### config.mk
export PLATFORM = sky130hd
export DESIGN_NAME = regfile_xchg_flat
export DESIGN_NICKNAME = d
export VERILOG_FILES = /design/src/rtl/regfile_pkg.sv /design/src/rtl/regfile_xchg_if.sv /design/src/rtl/reg_n_bit.sv /design/src/rtl/regfile_xchg.sv /design/src/flat_wrapper.sv
export SDC_FILE = /design/constraint.sdc
export NUM_CORES = 1
export LEC_CHECK = 0
export ABC_CLOCK_PERIOD_IN_PS = 2510
export BUFFER_PORTS_ARGS = -buffer_cell sky130_fd_sc_hd__buf_2
export CAP_MARGIN = 15
export CORE_MARGIN = 2
export CORE_UTILIZATION = 25
export DETAILED_ROUTE_END_ITERATION = 16
export PLACE_DENSITY = 0.42
export RECOVER_POWER = 50
export SYNTH_ARGS = -nofsm -noshare
export SYNTH_HDL_FRONTEND = slang
export SYNTH_SLANG_ARGS = --single-unit
### constraint.sdc
create_clock -name clk -period 2.51 [get_ports clk]
set_input_delay 0.1255 -clock clk [delete_from_list [all_inputs] [get_ports clk]]
set_output_delay 0.1255 -clock clk [all_outputs]
set_load 0.005 [all_outputs]
### src/rtl/regfile_pkg.sv
// regfile_pkg: op codes, FSM states and op width shared by the register file, its bus and the bench
package regfile_pkg;
  localparam int OPW = 3;
  typedef enum logic [OPW-1:0] {
    OP_NOP    = 3'd0,
    OP_WRITE  = 3'd1,
    OP_SWAP   = 3'd2,
    OP_INC_IX = 3'd3,
    OP_DEC_IX = 3'd4,
    OP_CLEAR  = 3'd5
  } op_t;
  typedef enum logic {S_IDLE, S_SWEEP} state_t;
endpackage

### src/rtl/regfile_xchg_if.sv
// regfile_xchg_if: op handshake and read/write bus; master drives op/op_valid/wa/ra/rb/rc0/wdata, slave drives op_ready/busy/outa/outb/outc/oix
interface regfile_xchg_if import regfile_pkg::*; #(
  parameter int WIDTH = 8,
  parameter int NREGS = 4
);
  localparam int AW = $clog2(NREGS);
  logic [OPW-1:0] op;
  logic op_valid;
  logic op_ready;
  logic busy;
  logic [AW-1:0] wa;
  logic [AW-1:0] ra;
  logic [AW-1:0] rb;
  logic rc0;
  logic [WIDTH-1:0] wdata;
  logic [WIDTH-1:0] outa;
  logic [WIDTH-1:0] outb;
  logic [WIDTH-1:0] outc;
  logic [WIDTH-1:0] oix;
  modport master(output op, op_valid, wa, ra, rb, rc0, wdata, input op_ready, busy, outa, outb, outc, oix);
  modport slave(input op, op_valid, wa, ra, rb, rc0, wdata, output op_ready, busy, outa, outb, outc, oix);
endinterface

### src/rtl/reg_n_bit.sv
// reg_n_bit: WIDTH-bit register; ports clk, i_clear_n (async active-low clear), i_load, i_d in, o_q out
module reg_n_bit #(
  parameter int WIDTH = 8
) (
  input  logic             clk,
  input  logic             i_clear_n,
  input  logic             i_load,
  input  logic [WIDTH-1:0] i_d,
  output logic [WIDTH-1:0] o_q
);
  logic [WIDTH-1:0] r_q;
  always_ff @(posedge clk or negedge i_clear_n)
    if (!i_clear_n) r_q <= '0;
    else if (i_load) r_q <= i_d;
  assign o_q = r_q;
endmodule

### src/rtl/regfile_xchg.sv
// regfile_xchg: NREGS x WIDTH register file (top reg is IX) with write, swap, IX inc/dec and a CLEAR sweep; ports clk, rst_n, bus (slave modport)
module regfile_xchg import regfile_pkg::*; #(
  parameter int WIDTH = 8,
  parameter int NREGS = 4
) (
  input logic           clk,
  input logic           rst_n,
  regfile_xchg_if.slave bus
);
  localparam int AW = $clog2(NREGS);
  localparam logic [AW-1:0] LAST = AW'(NREGS - 1);
  state_t r_state, w_state_nxt;
  logic [AW-1:0] r_cnt, w_cnt_nxt;
  logic [WIDTH-1:0] w_q [NREGS];
  logic w_acc, w_sweep;
  assign w_sweep = r_state == S_SWEEP;
  assign w_acc = bus.op_valid && !w_sweep;
  always_ff @(posedge clk or negedge rst_n)
    if (!rst_n) begin
      r_state <= S_IDLE;
      r_cnt <= '0;
    end else begin
      r_state <= w_state_nxt;
      r_cnt <= w_cnt_nxt;
    end
  always_comb begin
    w_state_nxt = w_sweep ? (r_cnt == LAST ? S_IDLE : S_SWEEP) : (w_acc && bus.op == OP_CLEAR ? S_SWEEP : S_IDLE);
    w_cnt_nxt = w_sweep ? r_cnt + AW'(1) : '0;
  end
  for (genvar i = 0; i < NREGS; i++) begin : g_reg
    localparam logic [AW-1:0] IDX = AW'(i);
    localparam bit IS_IX = i == NREGS - 1;
    logic w_clr, w_wr, w_sa, w_sb, w_inc, w_dec;
    logic [WIDTH-1:0] w_d;
    assign w_clr = w_sweep && r_cnt == IDX;
    assign w_wr = w_acc && bus.op == OP_WRITE && bus.wa == IDX;
    assign w_sa = w_acc && bus.op == OP_SWAP && bus.ra == IDX;
    assign w_sb = w_acc && bus.op == OP_SWAP && bus.rb == IDX;
    assign w_inc = IS_IX && w_acc && bus.op == OP_INC_IX;
    assign w_dec = IS_IX && w_acc && bus.op == OP_DEC_IX;
    // sweep and accepted ops never coincide; RA==RB swap reloads the same value
    assign w_d = w_clr ? '0 : w_wr ? bus.wdata : w_sa ? w_q[bus.rb] : w_sb ? w_q[bus.ra] :
                 w_inc ? w_q[i] + WIDTH'(1) : w_q[i] - WIDTH'(1);
    reg_n_bit #(.WIDTH(WIDTH)) u_reg (
      .clk      (clk),
      .i_clear_n(rst_n),
      .i_load   (w_clr | w_wr | w_sa | w_sb | w_inc | w_dec),
      .i_d      (w_d),
      .o_q      (w_q[i])
    );
  end
  assign bus.op_ready = !w_sweep;
  assign bus.busy = w_sweep;
  assign bus.outa = w_q[bus.ra];
  assign bus.outb = w_q[bus.rb];
  assign bus.outc = {WIDTH{bus.rc0}};
  assign bus.oix = w_q[NREGS-1];
endmodule

### src/flat_wrapper.sv
// flat-port wrapper written by rule: the top's interface ports become plain ports
module regfile_xchg_flat import regfile_pkg::*;
#(
  parameter int WIDTH = 8,
  parameter int NREGS = 4
)
  (clk, rst_n, bus_op, bus_op_valid, bus_wa, bus_ra, bus_rb, bus_rc0, bus_wdata, bus_op_ready, bus_busy, bus_outa, bus_outb, bus_outc, bus_oix);
  regfile_xchg_if #(.WIDTH(WIDTH), .NREGS(NREGS)) bus_i ();
  input logic clk;
  input logic rst_n;
  input wire logic [$bits(bus_i.op)-1:0] bus_op;
  input wire logic [$bits(bus_i.op_valid)-1:0] bus_op_valid;
  input wire logic [$bits(bus_i.wa)-1:0] bus_wa;
  input wire logic [$bits(bus_i.ra)-1:0] bus_ra;
  input wire logic [$bits(bus_i.rb)-1:0] bus_rb;
  input wire logic [$bits(bus_i.rc0)-1:0] bus_rc0;
  input wire logic [$bits(bus_i.wdata)-1:0] bus_wdata;
  output wire logic [$bits(bus_i.op_ready)-1:0] bus_op_ready;
  output wire logic [$bits(bus_i.busy)-1:0] bus_busy;
  output wire logic [$bits(bus_i.outa)-1:0] bus_outa;
  output wire logic [$bits(bus_i.outb)-1:0] bus_outb;
  output wire logic [$bits(bus_i.outc)-1:0] bus_outc;
  output wire logic [$bits(bus_i.oix)-1:0] bus_oix;
  assign bus_i.op = bus_op;
  assign bus_i.op_valid = bus_op_valid;
  assign bus_i.wa = bus_wa;
  assign bus_i.ra = bus_ra;
  assign bus_i.rb = bus_rb;
  assign bus_i.rc0 = bus_rc0;
  assign bus_i.wdata = bus_wdata;
  assign bus_op_ready = bus_i.op_ready;
  assign bus_busy = bus_i.busy;
  assign bus_outa = bus_i.outa;
  assign bus_outb = bus_i.outb;
  assign bus_outc = bus_i.outc;
  assign bus_oix = bus_i.oix;
  regfile_xchg #(.WIDTH(WIDTH), .NREGS(NREGS)) u_core (.clk(clk), .rst_n(rst_n), .bus(bus_i));
endmodule
# Yosys cells after proc, flatten, opt, wreduce, memory -nomap -nowiden
# Cells that the tools add are included.
[totals]
register_bits = 35
latch_bits = 0
ram_bits = 0
mem_bits_ro = 0
input_bits = 21
n_memories = 0
[classes]
addsub = 6
multipliers = 0
div = 0
order_cmp = 2
n_eq_ne = 17
n_shift = 0
mux = 27
bitwise = 16
n_reduce_logical = 27
[op_table]
columns = ["cell", "n"]
rows = [
  ["two-way mux 8 bit", 21],
  ["binary-select mux 8 bit (select 2 bit)", 2],
  ["subtractor 8 x 1 -> 8 bit, second input constant", 4],
  ["logical AND 1 bit", 22],
  ["equality test 2 bit, second input constant", 8],
  ["bitwise OR 1 bit", 14],
  ["adder 8 x 1 -> 8 bit, second input constant", 1],
  ["equality test 2 x 1 -> 1 bit, second input constant", 4],
  ["logical NOT 2 bit", 4],
  ["equality test 3 x 2 -> 1 bit, second input constant", 2],
  ["equality test 3 bit, second input constant", 2],
  [">= comparator 3 bit, second input constant", 2],
  ["inverter 2 -> 3 bit", 2],
  ["equality test 3 x 1 -> 1 bit, second input constant", 1],
  ["two-way mux 1 bit", 3],
  ["adder 2 x 1 -> 2 bit, second input constant", 1],
  ["two-way mux 2 bit", 1],
  ["logical NOT 1 bit", 1],
]

# Depth between registers and ports, before layout
[logic_depth]
word_depth = 9
mapped_depth = 11
mapped_depth_nobuf = 10

# Cells and area by module
# From an unflattened synthesis, not the netlist that was laid out.
[hier_totals]
hier_cells = 399
area_unflattened_um2 = 3718.6
[modules_own_cells]
columns = ["mod", "instances", "cells_each", "area_per_inst_um2", "seq_area_each_um2"]
rows = [
  ["regfile_xchg", 1, 331, 2392.3, 75.1],
  ["reg_n_bit", 4, 17, 331.6, 200.2],
]

# Worst setup path before layout
# OpenSTA, ideal clock, no wires.
[synth_path]
path_type = "register -> register"
from = "reg u_core.r_state, in the netlist u_core.bus.busy"
to = "reg u_core.g_reg[3].u_reg.r_q[6]"
setup_ps = 79
arrival_ps = 2509
required_ps = 2431
path_slack_ps = -79
stages_incl_launch_ff = 11
period_less_slack_ps = 2589
path_cell_list = "dfrtp_1 > buf_2 > nor3b_2 > nand3_1 > ha_1 > nor2b_1 > o31a_1 > o21ai_0 > a21boi_0 > nor4_1 > a2bb2oi_1"
[synth_between]
elab_chain_len = 9
[synth_rtl]
columns = ["element", "line", "source"]
rows = [
  ["start: declaration", "regfile_xchg.sv:12", "state_t r_state, w_state_nxt;"],
  ["start signal: assignment", "regfile_xchg.sv:23", "r_state <= w_state_nxt;"],
  ["logical NOT 1 bit", "regfile_xchg.sv:17", "assign w_acc = bus.op_valid && !w_sweep;"],
  ["logical AND 1 bit", "regfile_xchg.sv:17", ""],
  ["logical AND 1 bit (2 in a row)", "regfile_xchg.sv:36", "assign w_wr = w_acc && bus.op == OP_WRITE && bus.wa == IDX;"],
  ["bitwise OR 1 bit (5 in a row)", "regfile_xchg.sv:47", ".i_load (w_clr | w_wr | w_sa | w_sb | w_inc | w_dec),"],
  ["end signal: assignment", "reg_n_bit.sv:14", "else if (i_load) r_q <= i_d;"],
  ["end: declaration", "reg_n_bit.sv:11", "logic [WIDTH-1:0] r_q;"],
]
# Several ways; a longest one is shown, not always the timed one.
# A chain may end at the register's enable or synchronous reset.

# Final worst setup path
# Same ends and word-level chain as after synthesis.

==> flow_summary.json <==
{
  "clock_tree.buffer_depth": 2,
  "endpoint_kind": "flip-flop",
  "filler_cell_count_in_the_final_layout": 1427,
  "irDropWorstVdd_mv": 0.336,
  "ys_seq_area_share_pct": 26.1,
  "post_route_setup_tns_ns": 0,
  "cts-buffers-inserted": 5,
  "worst_pin_slew_ns": 2.20,
  "synth_cell_types": 67,
  "first_global_vias": 3163,
  "postRouteWirelength_um": 13100,
  "start_util_pct": 25.4,
  "cts_sinks": 35,
  "nNetsFinal": 442,
  "min_path_type": "in -> reg",
  "final_layout_size_suffix_gt1_share_pct": 26.8,
  "post-route-min-period_ns": 2.39,
  "synthTopCellsByArea": "sky130_fd_sc_hd__dfrtp_1 26%, sky130_fd_sc_hd__mux4_2 9.4%, sky130_fd_sc_hd__ha_1 4.5%",
  "totalPowerFinal_mw": 4.28,
  "cts_tree": "built",
  "synth_area_leader_cell": "sky130_fd_sc_hd__dfrtp_1",
  "worst_slew_margin_rel_pct": -46.4,
  "critical_path_peak_fanout": 5,
  "num_antenna_cells": 0,
  "max_cap_viol": 1,
  "final_hold_viol_count": 0,
  "synth_fp_nets": 395,
  "grt_usage_pct": 18.5,
  "buffer_ports.inserted": 45,
  "violations_in_the_final_reports": "max-capacitance violations, max-slew violations",
  "drt-vias-per-instance": 5.70,
  "final.setup_skew_ns": 0.00864,
  "postCtsHoldBufs": 0,
  "area_growth_pct": 18.4,
  "yosysWarningCount": 0,
  "leak_nw": 1.63,
  "antenna_violations_before_repair": 0,
  "io_pins": 55,
  "finalCritPeriodShare_pct": 95.4,
  "grt_overflow_total": 0,
  "run_status": "finished with violations",
  "vias_after_detailed_routing": 3322,
  "drt_initial_violations": 280,
  "clock_pin_slew_reported_for_the_worst_setup_and_hold_paths_after_clock_tree_synthesis_ns": 0.06,
  "detail_route.drc_violations": 0,
  "timing.critical_path.arrival_ns": 2.60,
  "synth_enable_flop_cells": 0,
  "setup_viol": 0,
  "async_flop_share_pct": 100,
  "finalWeightedCongestion": 0.910,
  "slew_viol_final": 36,
  "syn_area_per_cell_um2": 9.29,
  "drt_first_pass_iters": 5,
  "design.die.area_mm2": 0.0144,
  "detail-route-antenna-nets": 0,
  "postLayoutCoreUtil_pct": 30.1,
  "critical_path_class": "reg -> reg",
  "synth.top_cell.area_share_pct": 26.1,
  "fp-row-count": 42,
  "power_per_cell_area_mw_per_mm2": 1080,
  "synthFlopType": "sky130_fd_sc_hd__dfrtp_1",
  "final_worst_setup_slack_ns": 0.116,
  "routed_wire_length_per_instance_um": 22.4,
  "synth_cells": 361,
  "crit_path_start_kind": "flip-flop",
  "pre_cts_ws_ns": 0.00235,
  "placeableCoreArea_mm2": 0.0132,
  "instances_no_fill": 583,
  "placed_instance_count": 575,
  "synth.cell_area_mm2": 0.00335,
  "achievable-frequency_mhz": 418,
  "grt_start_max_net_pins": 36,
  "grt_setup_unrepaired": "true",
  "grt_first_pass_wirelength_um": 19800,
  "cts_root_buffer": "sky130_fd_sc_hd__clkbuf_16",
  "detailed_place_hpwl_um": 9910,
  "chipHeight_um": 120,
  "ctsHtreeMaxLevel": 2,
  "worstSkewPairLatency_ns": 0.28,
  "yosys_register_bits": 35,
  "floorplan.die.width_um": 120,
  "cp.required_ns": 2.72
}
[layout make-up]
type,count,area [um^2],share of cell area [%]
repair buffers,67,403,10.1
well taps,176,220,5.55
multi-input cells,284,2290,57.6
clock buffers,6,129,3.25
flip-flops and latches,35,876,22.1
inverters,15,56.3,1.42
[Yosys cell counts, types with 8 or more instances]
| master | n |
|---|---|
| sky130_fd_sc_hd__a211oi_1 | 11 |
| sky130_fd_sc_hd__a21oi_1 | 16 |
| sky130_fd_sc_hd__a22oi_1 | 12 |
| sky130_fd_sc_hd__buf_2 | 10 |
| sky130_fd_sc_hd__buf_4 | 10 |
| sky130_fd_sc_hd__dfrtp_1 | 35 |
| sky130_fd_sc_hd__ha_1 | 12 |
| sky130_fd_sc_hd__inv_1 | 15 |
| sky130_fd_sc_hd__mux4_2 | 14 |
| sky130_fd_sc_hd__nand2_1 | 24 |
| sky130_fd_sc_hd__nand3_1 | 13 |
| sky130_fd_sc_hd__nor2_1 | 26 |
| sky130_fd_sc_hd__nor3_1 | 8 |
| sky130_fd_sc_hd__o21ai_0 | 19 |
| sky130_fd_sc_hd__or3_1 | 8 |
| sky130_fd_sc_hd__xnor2_1 | 10 |
[layout by cell type (no fill, tap or decap), types with 5 or more instances in the layout]
| cell | netlist | routed |
|---|---|---|
| sky130_fd_sc_hd__ha_1 | 12 | 10 |
| sky130_fd_sc_hd__nor2_2 | 6 | 6 |
| sky130_fd_sc_hd__a22o_1 | 6 | 6 |
| sky130_fd_sc_hd__o21ai_0 | 19 | 18 |
| sky130_fd_sc_hd__clkbuf_16 | 0 | 5 |
| sky130_fd_sc_hd__nand2_1 | 24 | 24 |
| sky130_fd_sc_hd__nand3_1 | 13 | 12 |
| sky130_fd_sc_hd__dfrtp_1 | 35 | 35 |
| sky130_fd_sc_hd__inv_1 | 15 | 15 |
| sky130_fd_sc_hd__or3_1 | 8 | 8 |
| sky130_fd_sc_hd__a21oi_1 | 16 | 16 |
| sky130_fd_sc_hd__a211oi_1 | 11 | 11 |
| sky130_fd_sc_hd__a22oi_1 | 12 | 12 |
| sky130_fd_sc_hd__nor3_1 | 8 | 8 |
| sky130_fd_sc_hd__buf_2 | 10 | 42 |
| sky130_fd_sc_hd__mux4_2 | 14 | 14 |
| sky130_fd_sc_hd__xnor2_1 | 10 | 10 |
| sky130_fd_sc_hd__nor2_1 | 26 | 26 |
| sky130_fd_sc_hd__o22ai_1 | 5 | 5 |
| sky130_fd_sc_hd__buf_4 | 10 | 20 |
| sky130_fd_sc_hd__nand2b_1 | 6 | 6 |
| sky130_fd_sc_hd__o211ai_1 | 6 | 6 |
| sky130_fd_sc_hd__a221o_1 | 5 | 5 |
| sky130_fd_sc_hd__nor2b_1 | 4 | 5 |
[critical path: stages (launching register included)]
cell	delay [ns]
sky130_fd_sc_hd__dfrtp_1	0.38
sky130_fd_sc_hd__nor3b_2	0.21
sky130_fd_sc_hd__nand3_2	0.21
sky130_fd_sc_hd__buf_6	0.18
sky130_fd_sc_hd__ha_4	0.22
sky130_fd_sc_hd__nor2b_1	0.14
sky130_fd_sc_hd__o31a_1	0.27
sky130_fd_sc_hd__o21ai_2	0.14
sky130_fd_sc_hd__a21boi_1	0.08
sky130_fd_sc_hd__nor4_1	0.30
sky130_fd_sc_hd__a2bb2oi_1	0.18
[path summary, 6_finish.rpt]
check / startpoint / cells after the start / endpoint / slack [ns]
min in group asynchronous: rst_n / 1 / u_core.g_reg[1].u_reg.o_q[3] / 0.49
max in group asynchronous: rst_n / 1 / u_core.g_reg[2].u_reg.o_q[0] / 0.76
hold reg to reg: u_core.r_cnt[0] / 1 / u_core.r_cnt[0] / 0.48
hold / removal: bus_op[2] / 3 / u_core.bus.busy / 0.17
setup / recovery: u_core.bus.busy / 10 / u_core.g_reg[3].u_reg.o_q[6] / 0.12
setup reg to reg: u_core.bus.busy / 10 / u_core.g_reg[3].u_reg.o_q[6] / 0.12
[flip-flops by register name, indices dropped and copies added, names as in the netlist]
signal	count
u_core.bus.busy	1
u_core.g.u_reg.o_q	32
u_core.r_cnt	2
[where the power goes]
part           total (mW)  switching (mW)  internal (mW)  leakage (nW)
Sequential           1.14           0.363          0.777         0.454
Clock               0.591           0.234          0.357        0.0628
Combinational        2.55            1.31           1.24          1.12
Total                4.28            1.91           2.37          1.63
[repair_timing]
action | CTS | global route
setup buffers | 1 | 1
pin swaps | 1 | 4
endpoints found under the setup margin | 1 | 2
gates cloned | 0 | 0
gates resized for setup | 0 | 7
[stage by stage]
stage	hold WS [ns]	instance area, um^2
6_report	0.174	3970
5_1_grt	0.195	3970
4_1_cts	0.0174	3930
3_5_place_dp	0.251	3790
3_3_place_gp	0.251	3790
2_1_floorplan	-0.170	3360
[cell families (layout without fill, tap and decap cells)]
| group | after synthesis | count (layout) | synth area share [%] |
|---|---|---|---|
| compound gates | 122 | 122 | 26.8 |
| simple gates | 117 | 117 | 19.9 |
| buf+inv | 42 | 88 | 6.86 |
| flops | 35 | 35 | 26.1 |
| mux | 19 | 19 | 11.9 |
| fa+ha+maj | 13 | 13 | 5.07 |
| xor+xnor | 13 | 13 | 3.39 |
[metal layers]
metal | track usage (%) | share of wire [%] | up-vias
li1 | - | - | 1477
met4 | 4.63 | 2.6 | 0
met3 | 3.66 | 6.4 | 25
met5 | 0 | 0 | -
met2 | 30.2 | 47 | 138
met1 | 25.1 | 44 | 1682
Power figures use the tool's default switching activity.
